[src/rtl/user_uart_rx.sv]
// 8N1 UART receive path: rx synchronizer, mid-bit sampling deserializer and a
// show-ahead receive FIFO with sticky framing-error and overrun flags.
module user_uart_rx #(
  parameter int FIFO_DEPTH  = 8,
  parameter int SYNC_STAGES = 2
) (
  input  logic                          wb_clk_i,
  input  logic                          wb_rst_i,
  input  logic                          rx,
  input  logic [15:0]                   clk_div,
  output logic [7:0]                    rx_data,
  output logic                          rx_valid,
  input  logic                          rx_ready,
  output logic                          rx_busy,
  output logic                          frame_err,
  output logic                          overrun,
  input  logic                          err_clr,
  output logic [$clog2(FIFO_DEPTH):0]   fifo_level
);

  localparam int          AW         = $clog2(FIFO_DEPTH);
  localparam logic [AW:0] FULL_LEVEL = (AW+1)'(FIFO_DEPTH);
  localparam logic [15:0] MIN_DIV    = 16'd4;

  typedef enum logic [2:0] {
    ST_IDLE,
    ST_START,
    ST_DATA,
    ST_STOP,
    ST_BREAK
  } state_e;

  // Synchronizer
  logic [SYNC_STAGES-1:0] sync_q, sync_d;
  logic                   rxs;

  // Deserializer
  state_e      state_q, state_d;
  logic [15:0] div_q, div_d;
  logic [15:0] cnt_q, cnt_d;
  logic [2:0]  bit_idx_q, bit_idx_d;
  logic [7:0]  shift_q, shift_d;
  logic [15:0] div_clamped;
  logic        expired;
  logic        push_req;
  logic        frame_bad;

  // FIFO and flags
  logic [AW:0] wr_ptr_q, wr_ptr_d;
  logic [AW:0] rd_ptr_q, rd_ptr_d;
  logic [7:0]  mem_q [FIFO_DEPTH];
  logic [AW:0] level;
  logic        fifo_empty;
  logic        fifo_full;
  logic        pop;
  logic        do_push;
  logic        frame_err_q, frame_err_d;
  logic        overrun_q, overrun_d;

  assign rxs         = sync_q[SYNC_STAGES-1];
  assign div_clamped = (clk_div < MIN_DIV) ? MIN_DIV : clk_div;
  assign expired     = (cnt_q == 16'd1);

  always_comb begin
    sync_d = {sync_q[SYNC_STAGES-2:0], rx};
  end

  // NOTE: every signal assigned in an always_comb gets a default first, so no
  // path through the case statement can leave it unassigned and infer a latch.
  always_comb begin
    state_d   = state_q;
    div_d     = div_q;
    cnt_d     = cnt_q;
    bit_idx_d = bit_idx_q;
    shift_d   = shift_q;
    push_req  = 1'b0;
    frame_bad = 1'b0;

    if ((state_q == ST_START || state_q == ST_DATA || state_q == ST_STOP) && !expired) begin
      cnt_d = cnt_q - 16'd1;
    end

    unique case (state_q)
      ST_IDLE: begin
        if (!rxs) begin
          div_d   = div_clamped;
          cnt_d   = div_clamped >> 1;
          state_d = ST_START;
        end
      end
      ST_START: begin
        if (expired) begin
          if (rxs) begin
            // Start bit vanished before its midpoint: line glitch.
            state_d = ST_IDLE;
          end else begin
            cnt_d     = div_q;
            bit_idx_d = 3'd0;
            state_d   = ST_DATA;
          end
        end
      end
      ST_DATA: begin
        if (expired) begin
          shift_d   = {rxs, shift_q[7:1]};
          cnt_d     = div_q;
          bit_idx_d = bit_idx_q + 3'd1;
          if (bit_idx_q == 3'd7) begin
            state_d = ST_STOP;
          end
        end
      end
      ST_STOP: begin
        if (expired) begin
          if (rxs) begin
            push_req = 1'b1;
            state_d  = ST_IDLE;
          end else begin
            frame_bad = 1'b1;
            state_d   = ST_BREAK;
          end
        end
      end
      ST_BREAK: begin
        // A line held low must go high before another start is accepted.
        if (rxs) begin
          state_d = ST_IDLE;
        end
      end
      default: state_d = ST_IDLE;
    endcase
  end

  assign level      = wr_ptr_q - rd_ptr_q;
  assign fifo_empty = (wr_ptr_q == rd_ptr_q);
  assign fifo_full  = (level == FULL_LEVEL);
  assign pop        = !fifo_empty && rx_ready;
  // A full FIFO still accepts a byte when the head leaves in the same cycle.
  assign do_push    = push_req && (!fifo_full || pop);

  always_comb begin
    wr_ptr_d    = wr_ptr_q + {{AW{1'b0}}, do_push};
    rd_ptr_d    = rd_ptr_q + {{AW{1'b0}}, pop};
    // Clear is applied first so a same-cycle set event wins.
    frame_err_d = (err_clr ? 1'b0 : frame_err_q) | frame_bad;
    overrun_d   = (err_clr ? 1'b0 : overrun_q) | (push_req && fifo_full && !pop);
  end

  // NOTE: sequential state is written only with non-blocking assignments so
  // every flop samples its _d value from before the edge, independent of order.
  always_ff @(posedge wb_clk_i or posedge wb_rst_i) begin
    if (wb_rst_i) begin
      sync_q      <= '1;
      state_q     <= ST_IDLE;
      div_q       <= MIN_DIV;
      cnt_q       <= 16'd0;
      bit_idx_q   <= 3'd0;
      shift_q     <= 8'h00;
      wr_ptr_q    <= '0;
      rd_ptr_q    <= '0;
      frame_err_q <= 1'b0;
      overrun_q   <= 1'b0;
    end else begin
      sync_q      <= sync_d;
      state_q     <= state_d;
      div_q       <= div_d;
      cnt_q       <= cnt_d;
      bit_idx_q   <= bit_idx_d;
      shift_q     <= shift_d;
      wr_ptr_q    <= wr_ptr_d;
      rd_ptr_q    <= rd_ptr_d;
      frame_err_q <= frame_err_d;
      overrun_q   <= overrun_d;
    end
  end

  // NOTE: the storage array has no reset; equal pointers mark it empty and the
  // output mux never exposes an unwritten entry.
  always_ff @(posedge wb_clk_i) begin
    if (do_push) begin
      mem_q[wr_ptr_q[AW-1:0]] <= shift_q;
    end
  end

  assign rx_data    = fifo_empty ? 8'h00 : mem_q[rd_ptr_q[AW-1:0]];
  assign rx_valid   = !fifo_empty;
  assign rx_busy    = (state_q != ST_IDLE);
  assign frame_err  = frame_err_q;
  assign overrun    = overrun_q;
  assign fifo_level = level;

endmodule

[config.mk]
export PLATFORM = sky130hd
export DESIGN_NAME = user_uart_rx
export DESIGN_NICKNAME = d
export VERILOG_FILES = /design/src/rtl/user_uart_rx.sv
export SDC_FILE = /design/constraint.sdc
export NUM_CORES = 1
export LEC_CHECK = 0
export BUFFER_PORTS_ARGS = -buffer_cell sky130_fd_sc_hd__buf_2
export CAP_MARGIN = 10
export CORE_ASPECT_RATIO = 1.4
export CORE_MARGIN = 2
export CORE_UTILIZATION = 60
export CTS_CLUSTER_SIZE = 28
export DETAILED_ROUTE_END_ITERATION = 7
export MAX_ROUTING_LAYER = met4
export PLACE_DENSITY_LB_ADDON = 0.2
export SYNTH_ARGS = -nofsm -noshare
export SYNTH_HDL_FRONTEND = slang
export SYNTH_SLANG_ARGS = --single-unit
[constraint.sdc]
create_clock -name wb_clk_i -period 4.7 [get_ports wb_clk_i]
set_clock_uncertainty 0.15 [all_clocks]
set_input_delay 0.235 -clock wb_clk_i [delete_from_list [all_inputs] [get_ports wb_clk_i]]
set_output_delay 0.235 -clock wb_clk_i [all_outputs]
set_load 0.005 [all_outputs]
# Word-level counts from Yosys, hierarchy flattened
# Memories as Yosys holds them, arrays and structs flattened.
# Cells that the tools add are included.
# totals
rom_bits	0
in_bits	21
memories	1
latchBits	0
elab_cells	85
mem_bits_rw	64
reg_bits	58
# classes
mul	0
muxes	31
bitwise_logic	3
shift	0
div	0
n_addsub	5
n_reduce_logical	19
magnitude_cmp	1
eq_ne	15
# memory_table
memory	words	word_bits	rd	rd_clocked_by_memory_dff	wr	line_no	text
mem_q	8	8	1	0	1	51	logic [7:0] mem_q [FIFO_DEPTH];
# ops
operator	n
two-way mux 16 bit	6
one-hot mux 16 bit (3 select lines)	1
two-way mux 3 bit	10
== test 16 x 1 -> 1 bit (second input constant)	1
< comparator 16 x 3 -> 1 bit (second input constant)	1
subtractor 16 x 1 -> 16 bit (second input constant)	1
one-hot mux 3 bit (5 select lines)	1
inequality test 2 bit (second input constant)	6
two-way mux 1 bit	10
adder 4 x 1 -> 4 bit	2
two-way mux 8 bit	1
== test 3 x 2 -> 1 bit (second input constant)	2
== test 3 bit (second input constant)	2
one-hot mux 3 bit (2 select lines)	1
AND reduction 6 bit	1
logical AND 1 bit	5
== test 4 bit	1
== test 4 bit (second input constant)	1
zero test 1 bit	4
AND reduction 2 bit	2
AND reduction 4 bit	1
subtractor 4 bit	1
adder 3 x 1 -> 3 bit (second input constant)	1
== test 3 x 1 -> 1 bit (second input constant)	1
8 further kinds	11

# Logic depth before layout (Yosys ltp)
# Gate-level depths: netlist of run 1.
# depth
ltp_word	8
ltp_mapped	12

# Least setup slack after synthesis of run 1
# Ideal clock, no wire load.
# synth_path
kind	register to register
from	reg rd_ptr_q[1]
to	mem mem_q[0][0] (enable)
required_ps	4237
setup_slack_ps	1140
stages_incl_launch_ff	9
arrival_time_ps	3098
synth_period_minus_slack_ps	3560
path_buffers	2
cell_sequence	dfrtp_1 clkbuf_1 clkbuf_1 inv_1 fa_1 xor2_1 or4b_2 o311ai_0 nor3_1
# synth_via
elab_chain_len	7
elab_cells_between_ends	10
# synth_lines
item	line_no	text
start, declared	50	logic [AW:0] rd_ptr_q, rd_ptr_d;
start signal, assigned	171	rd_ptr_q <= rd_ptr_d;
subtractor 4 bit	134	assign level = wr_ptr_q - rd_ptr_q;
net fifo_level[2]	18	output logic [$clog2(FIFO_DEPTH):0] fifo_level
== test 4 bit	136	assign fifo_full = (level == FULL_LEVEL);
zero test 1 bit	139	assign do_push = push_req && (!fifo_full || pop);
logical OR 1 bit	139	
logical AND 1 bit	139	
two-way mux 1 bit	180	if (do_push) begin
two-way mux 1 bit (implied by the code)	181	mem_q[wr_ptr_q[AW-1:0]] <= shift_q;
end, declared	51	
# The timed path passes the listed nets, and every way through them passes these cells.

# Final worst setup path of run 1
# layout_path
from	reg cnt_q[4]
to	mem mem_q[1][0] (enable)
# layout_via
elab_chain_len	6
# layout_lines
item	line_no	text
start, declared	40	logic [15:0] cnt_q, cnt_d;
start signal, assigned	167	cnt_q <= cnt_d;
== test 16 x 1 -> 1 bit	62	assign expired = (cnt_q == 16'd1);
two-way mux 1 bit	114	if (expired) begin
two-way mux 1 bit	83	unique case (state_q)
logical AND 1 bit	139	
two-way mux 1 bit	180	
two-way mux 1 bit (implied by the code)	181	
# No other way between the ends.

==> impl_metrics.py, run 1 <==
metrics = {
    "outcome": {
        "status": "complete, no violations",
    },
    "yosys": {
        "synth_cell_types": 61,
        "synth_cells": 458,
        "synth_flop_cell": "edfxtp_1",
        "synth_top_family_by_area": "simple AND/OR/NAND/NOR gates",
        "yosysTopAreaCellShare_pct": 33.66,
        "synthTopCellsByArea": "edfxtp_1 (34%), dfrtp_1 (24%), mux4_2 (6.3%), nand2_1 (4.4%), ha_1 (2.4%)",
        "ys_ff_latch": 122,
        "synthSimpleGateAreaFrac_pct": 14.90,
        "synthArstFlopShare_pct": 47.54,
        "synth_largest_area_cell": "edfxtp_1",
        "syn_nets": 491,
        "synth_compound_area_share_pct": 8.788,
        "syn_area_mm2": 0.005709,
        "synth_most_common_cell": "nand2_1",
        "yosysSeqAreaShare_pct": 59.15,
        "synth-adder-area-share_pct": 2.761,
        "synth_area_per_cell_um2": 12.47,
        "synth_edf_count": 64,
        "synthTopCellsByCount": "nand2_1 (67), edfxtp_1 (64), dfrtp_1 (55)",
        "synth_xor_area_share_pct": 2.608,
        "yosys_warnings": 0,
        "muxShareOfSynthArea_pct": 8.240,
    },
    "placed_design": {
        "dp_hpwl_um": 9146,
        "dp_slack_ns": 1.151,
        "dpl.cell_count": 590,
        "place_area_mm2": 0.005946,
        "port_buffers": 36,
        "place_congestion": 0.9366,
    },
    "cts": {
        "postCtsSetupRepairBufs": 0,
        "clk_pin_slew_worst_paths_ns": 0.06,
        "clock_tree.root_cell": "clkbuf_16",
        "cts_tree": "built",
        "clkSinkCount": 122,
        "insertion_delay_ns": 0.42,
        "cts_max_path_buffers": 2,
        "htreeDepth": 4,
        "cts_buffers": 17,
    },
    "global_route": {
        "grt_overflow_total": 0,
        "grt_pass1_vias": 4005,
        "grtUsageTotal_pct": 29.42,
        "grt_pass1_wl_um": 21420,
        "grt_start_max_net_pins": 59,
        "antenna_found_initial": 0,
    },
    "critical_path": {
        "cp-start-kind": "register",
        "crit_path_frequent_cell": "nor4_1",
        "cp_slowest_stage_delay_ns": 0.88,
        "crit_chain": "nor4_1 > nand2_1 > nor4_1 > o311ai_0 > buf_4 > nor3_1",
        "cpMaxStageDelayCell": "nor4_1",
        "cp.arrival_ns": 3.60,
        "reg2regPathDepth": 6,
        "cp_max_fo": 8,
        "worst_ep_required_time_ns": 4.58,
        "end_kind": "register",
        "critPathKind": "register to register",
    },
    "timing": {
        "rsz0062_at_grt": "no",
        "tns_ns": 0,
        "min_period_over_period_pct": 79.01,
        "clock.fmax_mhz": 269.3,
        "period_needed_ns": 3.713,
        "final_hold_viol_count": 0,
        "worstMarginPinSlew_ns": 1.113,
        "setup_slack_ns": 0.9867,
        "setup_violations": 0,
        "drv_slew": 0,
        "relSlewSlack_pct": 25.26,
    },
    "floorplanning": {
        "dieArea_mm2": 0.01032,
        "start_util_pct": 61.04,
        "die_width_um": 86.44,
        "pin_count": 37,
        "dieHeight_um": 119.4,
        "rows": 42,
        "coreArea_mm2": 0.009354,
    },
    "drt": {
        "vias": 3956,
        "drt_iter0_markers": 290,
        "detail_route.wirelength_um": 13660,
        "postRouteAntennaNets": 0,
        "dr.pass1.iters": 5,
        "routed_via_density": 6.201,
        "wl_per_cell_um": 21.41,
        "drcViolationCount": 0,
    },
    "cells_and_area": {
        "fin_cells": 638,
        "nFillCells": 634,
        "multi_input_area_mm2": 0.002135,
        "regArea_mm2": 0.003377,
        "area_growth_pct": 17.88,
        "drive_gt1_share_pct": 22.16,
        "antennaDiodeCount": 0,
        "final_area_mm2": 0.006730,
        "layout.nets": 548,
    },
    "hold_path": {
        "hold_class": "primary input to register",
        "holdPathStages": 4,
    },
    "power_and_ir_drop": {
        "p_total_mw": 2.828,
        "power.density_mw_per_mm2": 420.2,
        "p_leak_nw": 2.806,
        "vdd_drop_max_v": 0.0003324,
    },
    "flow_run": {
        "cap_violations": 0,
    },
}
area by class of cell:
type | instances | area share (%)
clock buffer | 17 | 6.321
clock inverter | 15 | 2.956
inverter | 17 | 0.9481
multi-input combinational | 298 | 31.72
sequential | 122 | 50.18
tap | 110 | 2.045
timing repair buffer | 59 | 5.838
per-layer routing:
layer  global-route usage (%)  share of wire [%]
met3                    7.970                3.3
met1                    30.96                 36
met5                        -                  0
met4                    9.766                2.2
met2                    52.45                 58
worst max-delay path: cells and delay by family (launching register included):
family / cells / cell delay (ns)
AND/OR/NAND/NOR: 4 / 2.32
flip-flops: 1 / 0.41
AO/OA/AOI/OAI: 1 / 0.24
buffers and inverters: 1 / 0.20
cells in the final DEF, fill, tap and decap left out, types with 3 or more instances in the layout:
cell	Yosys	final
or2_2	4	4
a211oi_1	3	3
dfrtp_1	55	55
nor4_1	9	9
nor4b_1	3	3
ha_1	11	11
nand2_1	67	67
or3_1	3	3
or4_1	3	3
o21ai_0	21	21
nand4_1	7	7
dfstp_2	3	3
xnor2_1	6	6
clkbuf_16	0	17
bufinv_16	0	3
mux4_2	16	16
nand2b_1	5	5
edfxtp_1	64	64
nand3_1	11	11
nor3_1	11	10
o311ai_0	3	3
inv_1	16	15
a21o_1	5	5
buf_4	0	7
mux2_2	8	8
xor2_1	11	11
inv_6	0	7
a22oi_1	11	11
a21oi_1	17	17
buf_2	3	36
nor2_1	24	24
dlygate4sd3_1	0	16
through the flow:
step                      hold slack [ns]  utilization, %
final                             0.04125           71.95
after detailed placement           0.1993           63.56
after floorplan                   0.08948               -
after CTS                         0.03285           71.95
after global routing              0.04471           71.95
after global placement             0.1910           63.56
logic make-up after synthesis:
| family | after synthesis |
|---|---|
| buf+inv | 38 |
| mux | 26 |
| flops | 122 |
| simple gates | 165 |
| compound gates | 78 |
| xor+xnor | 17 |
| fa+ha+maj | 12 |
report_power, final:
group / internal (mW) / switching [mW]
clock: 0.854 / 0.522
combinational: 0.0938 / 0.109
sequential: 1.18 / 0.0727
total: 2.12 / 0.703
registers in the layout, summed over array words and instances, names as in the netlist, 2 cells and up:
| signal | count |
|---|---|
| wr_ptr_q | 4 |
| sync_q | 2 |
| state_q | 3 |
| bit_idx_q | 3 |
| mem_q | 64 |
| shift_q | 8 |
| div_q | 16 |
| rd_ptr_q | 4 |
| cnt_q | 16 |
worst paths after layout:
check	slack, ns	to	startpoint
max	0.99	mem_q[1][0]	cnt_q[4]
min	0.04	div_q[1]	clk_div[1]
max reg2reg	0.99	mem_q[1][0]	cnt_q[4]
min reg2reg	0.21	sync_q[1]	sync_q[0]
max in group asynchronous	3.44	rd_ptr_q[2]	wb_rst_i
min in group asynchronous	0.43	bit_idx_q[2]	wb_rst_i
what timing repair did:
item | 4_1_cts | 5_1_grt
resized for setup | 0 | 0
hold buffers | 16 | 0
hold endpoints to repair | 81 | 0
setup endpoints to repair | 0 | 0
(Power assumes the default switching activity.)
==> run 2, diff against run 1 <==
==> constraint.sdc (replaced) <==
create_clock -name wb_clk_i -period 3.9 [get_ports wb_clk_i]
set_clock_uncertainty 0.15 [all_clocks]
set_input_delay 0.195 -clock wb_clk_i [delete_from_list [all_inputs] [get_ports wb_clk_i]]
set_output_delay 0.195 -clock wb_clk_i [all_outputs]
set_load 0.005 [all_outputs]
==> run 2 against run 1 <==
Critical path depth grew 4. Sequential power grew 21%. Final area rose by 0.93%. Combinational power is 30% higher. Largest cell class unchanged. Via count rose by 1.1%. Die area unchanged. Register-to-register slack worse by 0.54 ns. Hold slack gained 0.0048 ns. First-iteration DRC count grew 1.7%.
==> impl_metrics.py, run 2 (synthesized netlist as in run 1, its figures left out) <==
metrics = {
    "outcome": {
        "status": "complete, no violations",
    },
    "power_and_ir_drop": {
        "vdd_drop_max_v": 0.0003926,
        "p_leak_nw": 2.847,
        "p_total_mw": 3.392,
        "power.density_mw_per_mm2": 499.3,
    },
    "critical_path": {
        "end_kind": "register",
        "cpMaxStageDelayCell": "or4b_2",
        "crit_family": "simple AND/OR/NAND/NOR gates",
        "cp_slowest_stage_delay_ns": 0.65,
        "crit_chain": "clkinv_1 > ha_1 > nand3_1 > o21ai_0 > or4b_2 > or3_1 > and2_1 > ha_1 > ha_1 > xor2_1",
        "worst_ep_required_time_ns": 4.04,
        "crit_path_frequent_cell": "ha_1",
        "cp-start-kind": "register",
        "critPathKind": "register to register",
        "cp_max_fo": 11,
        "cp_num_buf_inv": 1,
        "cp.arrival_ns": 3.59,
    },
    "timing": {
        "period_needed_ns": 3.451,
        "drv_slew": 0,
        "setup_violations": 0,
        "clock.fmax_mhz": 289.8,
        "tns_ns": 0,
        "setup_slack_ns": 0.4492,
        "final_hold_viol_count": 0,
        "worstMarginPinSlew_ns": 1.128,
        "min_period_over_period_pct": 88.48,
        "relSlewSlack_pct": 24.22,
        "rsz0062_at_grt": "no",
    },
    "cells_and_area": {
        "layout_commonest_cell": "nand2_1",
        "final_cell_mix": "nand2_1 (67), edfxtp_1 (64), dfrtp_1 (55)",
        "antennaDiodeCount": 0,
        "drive_gt1_share_pct": 22.91,
        "regArea_mm2": 0.003377,
        "nFillCells": 622,
        "final_area_mm2": 0.006793,
        "layout.nets": 557,
        "largest_reg_flops": 64,
        "area_growth_pct": 18.98,
        "multi_input_area_mm2": 0.002135,
        "fin_cells": 647,
    },
    "floorplanning": {
        "dieArea_mm2": 0.01032,
        "die_width_um": 86.44,
        "pin_count": 37,
        "start_util_pct": 61.04,
        "coreArea_mm2": 0.009354,
        "dieHeight_um": 119.4,
        "rows": 42,
    },
    "cts": {
        "clk_pin_slew_worst_paths_ns": 0.06,
        "cts_buffers": 17,
        "clkSinkCount": 122,
        "htreeDepth": 4,
        "clock_tree.root_cell": "clkbuf_16",
        "postCtsSetupRepairBufs": 0,
        "cts_tree": "built",
        "cts_max_path_buffers": 2,
        "insertion_delay_ns": 0.41,
    },
    "drt": {
        "routed_via_density": 6.179,
        "drt_iter0_markers": 295,
        "postRouteAntennaNets": 0,
        "vias": 3998,
        "wl_per_cell_um": 19.90,
        "detail_route.wirelength_um": 12870,
        "dr.pass1.iters": 7,
        "drcViolationCount": 0,
    },
    "global_route": {
        "grt_pass1_vias": 4208,
        "antenna_found_initial": 0,
        "grt_start_max_net_pins": 59,
        "grt_overflow_total": 0,
        "grtUsageTotal_pct": 27.22,
        "grt_pass1_wl_um": 20470,
    },
    "placed_design": {
        "dpl.cell_count": 595,
        "port_buffers": 36,
        "dp_hpwl_um": 8718,
        "place_area_mm2": 0.005983,
        "dp_slack_ns": 0.4821,
        "place_congestion": 0.9594,
    },
    "flow_run": {
        "cap_violations": 0,
    },
    "hold_path": {
        "hold_class": "primary input to register",
    },
}
run 2: cell types whose count changed in the layout (fill, tap and decap cells not counted), sizes merged:
cell,delta
inv,-3
buf,+6
clkinv,+3
dlygate4sd3,+3
run 2: per-stage QoR:
step                      util (%)  hold WS, ns
after floorplan                  -      0.04948
after global placement       63.96       0.1496
after global routing         72.62      0.06667
final                        72.62      0.04610
after detailed placement     63.96       0.1511
after CTS                    72.57      0.03695
run 2: final timing paths:
| check | slack [ns] | startpoint | endpoint | cells past startpoint |
|---|---|---|---|---|
| min reg2reg | 0.21 | sync_q[0] | sync_q[1] | 0 |
| max reg2reg | 0.45 | rd_ptr_q[2] | wr_ptr_q[2] | 10 |
| min in group asynchronous | 0.39 | wb_rst_i | bit_idx_q[1] | 4 |
| max | 0.45 | rd_ptr_q[2] | wr_ptr_q[2] | 10 |
| max in group asynchronous | 2.71 | wb_rst_i | div_q[12] | 4 |
| min | 0.05 | clk_div[10] | div_q[0] | 3 |
run 2: per-layer routing:
layer	up-vias	part of all wire [%]	track usage, %
met5	-	0	-
met4	0	2.1	10.45
met3	24	4.9	6.237
met2	174	58	49.13
met1	1958	35	28.14
li1	1842	-	-
run 2: layout make-up:
| cell class | count | share of cell area (%) |
|---|---|---|
| inverters | 17 | 0.9394 |
| well taps | 110 | 2.026 |
| clock inverters | 15 | 2.781 |
| flip-flops and latches | 122 | 49.71 |
| multi-input cells | 298 | 31.42 |
| clock buffers | 17 | 6.263 |
| repair buffers | 68 | 6.852 |
run 2: where the power goes:
| part | internal (mW) | switching, mW |
|---|---|---|
| combinational | 0.121 | 0.142 |
| clock | 1.02 | 0.598 |
| sequential | 1.42 | 0.0934 |
run 2: repair_timing:
item,CTS,global route
hold endpoints to repair,84,0
gates resized for setup,0,0
hold buffers,19,0
run 2: worst min-delay path, cell delays in order:
cell and delay, ns:
buf_2 0.11, nor4_1 0.10, o21ai_0 0.17
==> run 3, diff against run 2 <==
--- a/config.mk
+++ b/config.mk
@@ -5,6 +5,7 @@
 export SDC_FILE = /design/constraint.sdc
 export NUM_CORES = 1
 export LEC_CHECK = 0
+export ABC_AREA = 1
 export BUFFER_PORTS_ARGS = -buffer_cell sky130_fd_sc_hd__buf_2
 export CAP_MARGIN = 10
 export CORE_ASPECT_RATIO = 1.4
@@ -12,6 +13,7 @@
 export CORE_UTILIZATION = 60
 export CTS_CLUSTER_SIZE = 28
 export DETAILED_ROUTE_END_ITERATION = 7
+export GPL_ROUTABILITY_DRIVEN = 0
 export MAX_ROUTING_LAYER = met4
 export PLACE_DENSITY_LB_ADDON = 0.2
 export SYNTH_ARGS = -nofsm -noshare
==> run 3 against run 2 <==
Count of clock-buffer cells in the layout increased by 2. Total power increased by 58%. Utilization increased by 0.93 points. Final cell count increased by 20%. Hold slack got worse by 0.0048 ns. Combinational power increased to 7.3 times the previous value. Final area increased by 2.4%. Critical endpoint is now mem_q[4][2]. Die area increased by 2.5%. Sequential cell count unchanged.
==> impl_metrics.py, run 3 <==
metrics = {
    "global_route": {
        "grt_start_max_net_pins": 35,
        "antenna_found_initial": 0,
        "grt_overflow_total": 0,
        "grt_pass1_vias": 4681,
        "grtUsageTotal_pct": 30.23,
        "grt_pass1_wl_um": 22960,
    },
    "critical_path": {
        "worst_ep_required_time_ns": 3.80,
        "critPathKind": "register to register",
        "end_kind": "register",
        "reg2regPathDepth": 9,
        "cp_max_fo": 17,
        "cp-start-kind": "register",
        "cp.arrival_ns": 3.03,
    },
    "yosys": {
        "yosysSeqAreaShare_pct": 57.66,
        "synth_most_common_cell": "nand2_1",
        "synth_flop_cell": "edfxtp_1",
        "synthArstFlopShare_pct": 47.54,
        "synthTopCellsByCount": "nand2_1 (109), nor2_1 (74), edfxtp_1 (64)",
        "syn_nets": 623,
        "synth_area_per_cell_um2": 9.927,
        "synth_edf_count": 64,
        "synth_cells": 590,
        "yosysTopAreaCellShare_pct": 32.81,
        "syn_area_mm2": 0.005857,
        "synthTopCellsByArea": "edfxtp_1 (33%), dfrtp_1 (23%), nand2_1 (7.0%), o21ai_0 (5.1%), nor2_1 (4.7%)",
        "synth_largest_area_cell": "edfxtp_1",
        "ys_ff_latch": 122,
        "synth_cell_types": 42,
        "yosys_warnings": 0,
    },
    "cells_and_area": {
        "drive_gt1_share_pct": 18.07,
        "nFillCells": 655,
        "fin_cells": 774,
        "area_growth_pct": 18.78,
        "antennaDiodeCount": 0,
        "largest_reg_flops": 64,
        "layout.nets": 684,
        "final_cell_mix": "nand2_1 (109), nor2_1 (74), edfxtp_1 (64)",
        "layout_commonest_cell": "nand2_1",
    },
    "hold_path": {
        "holdPathStages": 5,
        "hold_class": "primary input to register",
    },
    "timing": {
        "whs_ns": 0.04125,
        "setup_violations": 0,
        "setup_slack_ns": 0.7627,
        "drv_slew": 0,
        "clock.fmax_mhz": 318.7,
        "worstMarginPinSlew_ns": 0.7764,
        "min_period_over_period_pct": 80.44,
        "period_needed_ns": 3.137,
        "tns_ns": 0,
        "final_hold_viol_count": 0,
        "rsz0062_at_grt": "no",
        "relSlewSlack_pct": 48.19,
    },
    "cts": {
        "insertion_delay_ns": 0.42,
        "clk_pin_slew_worst_paths_ns": 0.06,
        "cts_max_path_buffers": 2,
        "cts_tree": "built",
        "cts_buffers": 17,
        "clkSinkCount": 122,
        "clock_tree.root_cell": "clkbuf_16",
        "postCtsSetupRepairBufs": 0,
        "htreeDepth": 4,
    },
    "drt": {
        "drcViolationCount": 0,
        "wl_per_cell_um": 18.19,
        "postRouteAntennaNets": 0,
        "vias": 4549,
        "dr.pass1.iters": 5,
        "drt_iter0_markers": 289,
        "detail_route.wirelength_um": 14080,
        "routed_via_density": 5.877,
    },
    "placed_design": {
        "dpl.cell_count": 724,
        "port_buffers": 36,
        "dp_hpwl_um": 10000,
        "dp_slack_ns": 0.7920,
    },
    "power_and_ir_drop": {
        "vdd_drop_max_v": 0.0004019,
        "p_leak_nw": 3.068,
        "p_total_mw": 5.362,
        "power.density_mw_per_mm2": 770.8,
    },
    "floorplanning": {
        "die_width_um": 87.50,
        "coreArea_mm2": 0.009459,
        "dieHeight_um": 120.9,
        "start_util_pct": 61.92,
        "dieArea_mm2": 0.01058,
        "rows": 42,
        "pin_count": 37,
    },
    "outcome": {
        "status": "complete, no violations",
    },
    "flow_run": {
        "cap_violations": 0,
    },
}
-- run 3: cell types whose count changed after synthesis, sizes merged, moves of 7 or more --
cell   before  now
mux4       16    0
nand2      67  121
nor4       10    1
nor3       12    5
a31oi       2    9
o21ai      21   65
inv        16   54
o22ai       2    9
nand3      12   29
nor2       24   92
-- run 3: layout make-up --
cell class,count,area [um2],share of cell area (%)
flip-flops and latches,122,3377,48.54
multi-input cells,399,2201,31.64
clock buffers,19,442.9,6.367
repair buffers,57,382.9,5.504
clock inverters,13,212.7,3.058
inverters,54,202.7,2.914
well taps,110,137.6,1.978
-- run 3: kinds of logic (layout without fill, tap and decap cells) --
group	after synthesis	in the layout	share of synthesized area (%)
AND/OR/NAND/NOR	254	254	20.36
flip-flops	122	122	57.66
AO/OA/AOI/OAI	115	115	11.71
buffers and inverters	69	143	4.764
XOR/XNOR	15	15	2.243
adder cells (fa/ha/maj)	12	12	2.692
multiplexers	3	3	0.5768
-- run 3: what timing repair did --
item,CTS,global route
hold buffers,18,0
hold endpoints to repair,51,0
gates resized for setup,0,0
-- run 3: power by group --
part	internal [mW]	total, mW	leakage, nW	switching (mW)
Sequential	1.55	1.72	1.35	0.170
Combinational	0.678	1.91	1.41	1.24
Clock	1.16	1.73	0.313	0.572
Total	3.39	5.36	3.07	1.98
-- run 3: worst paths after layout --
check                       startpoint      endpoint  slack [ns]
setup / recovery           rd_ptr_q[2]   mem_q[4][2]        0.76
hold / removal             clk_div[14]      div_q[0]        0.04
setup reg to reg           rd_ptr_q[2]   mem_q[4][2]        0.76
min in group asynchronous     wb_rst_i  bit_idx_q[1]        0.24
hold reg to reg              sync_q[0]     sync_q[1]        0.21
max in group asynchronous     wb_rst_i    shift_q[1]        2.52
-- run 3: through the flow --
stage,instance area [um2],utilization (%)
6_report,6957,73.55
5_1_grt,6957,73.55
4_1_cts,6957,73.55
3_5_place_dp,6121,64.71
3_3_place_gp,6121,64.71
2_1_floorplan,5857,-
-- run 3: critical path: stages (launching register included) --
cell,delay [ns]
dfrtp_1,0.40
inv_1,0.37
ha_1,0.38
a21oi_1,0.15
nand2_1,0.08
xor2_1,0.18
inv_1,0.10
nand3_1,0.13
nand3_1,0.24
nor2_1,0.58
-- run 3: routing by layer --
layer	GRT usage (%)	part of all wire [%]	vias to the layer above
met5	-	0	-
met4	17.79	5.5	0
met3	5.510	4.1	64
met2	52.75	55	162
met1	31.03	35	2189
li1	-	-	2134
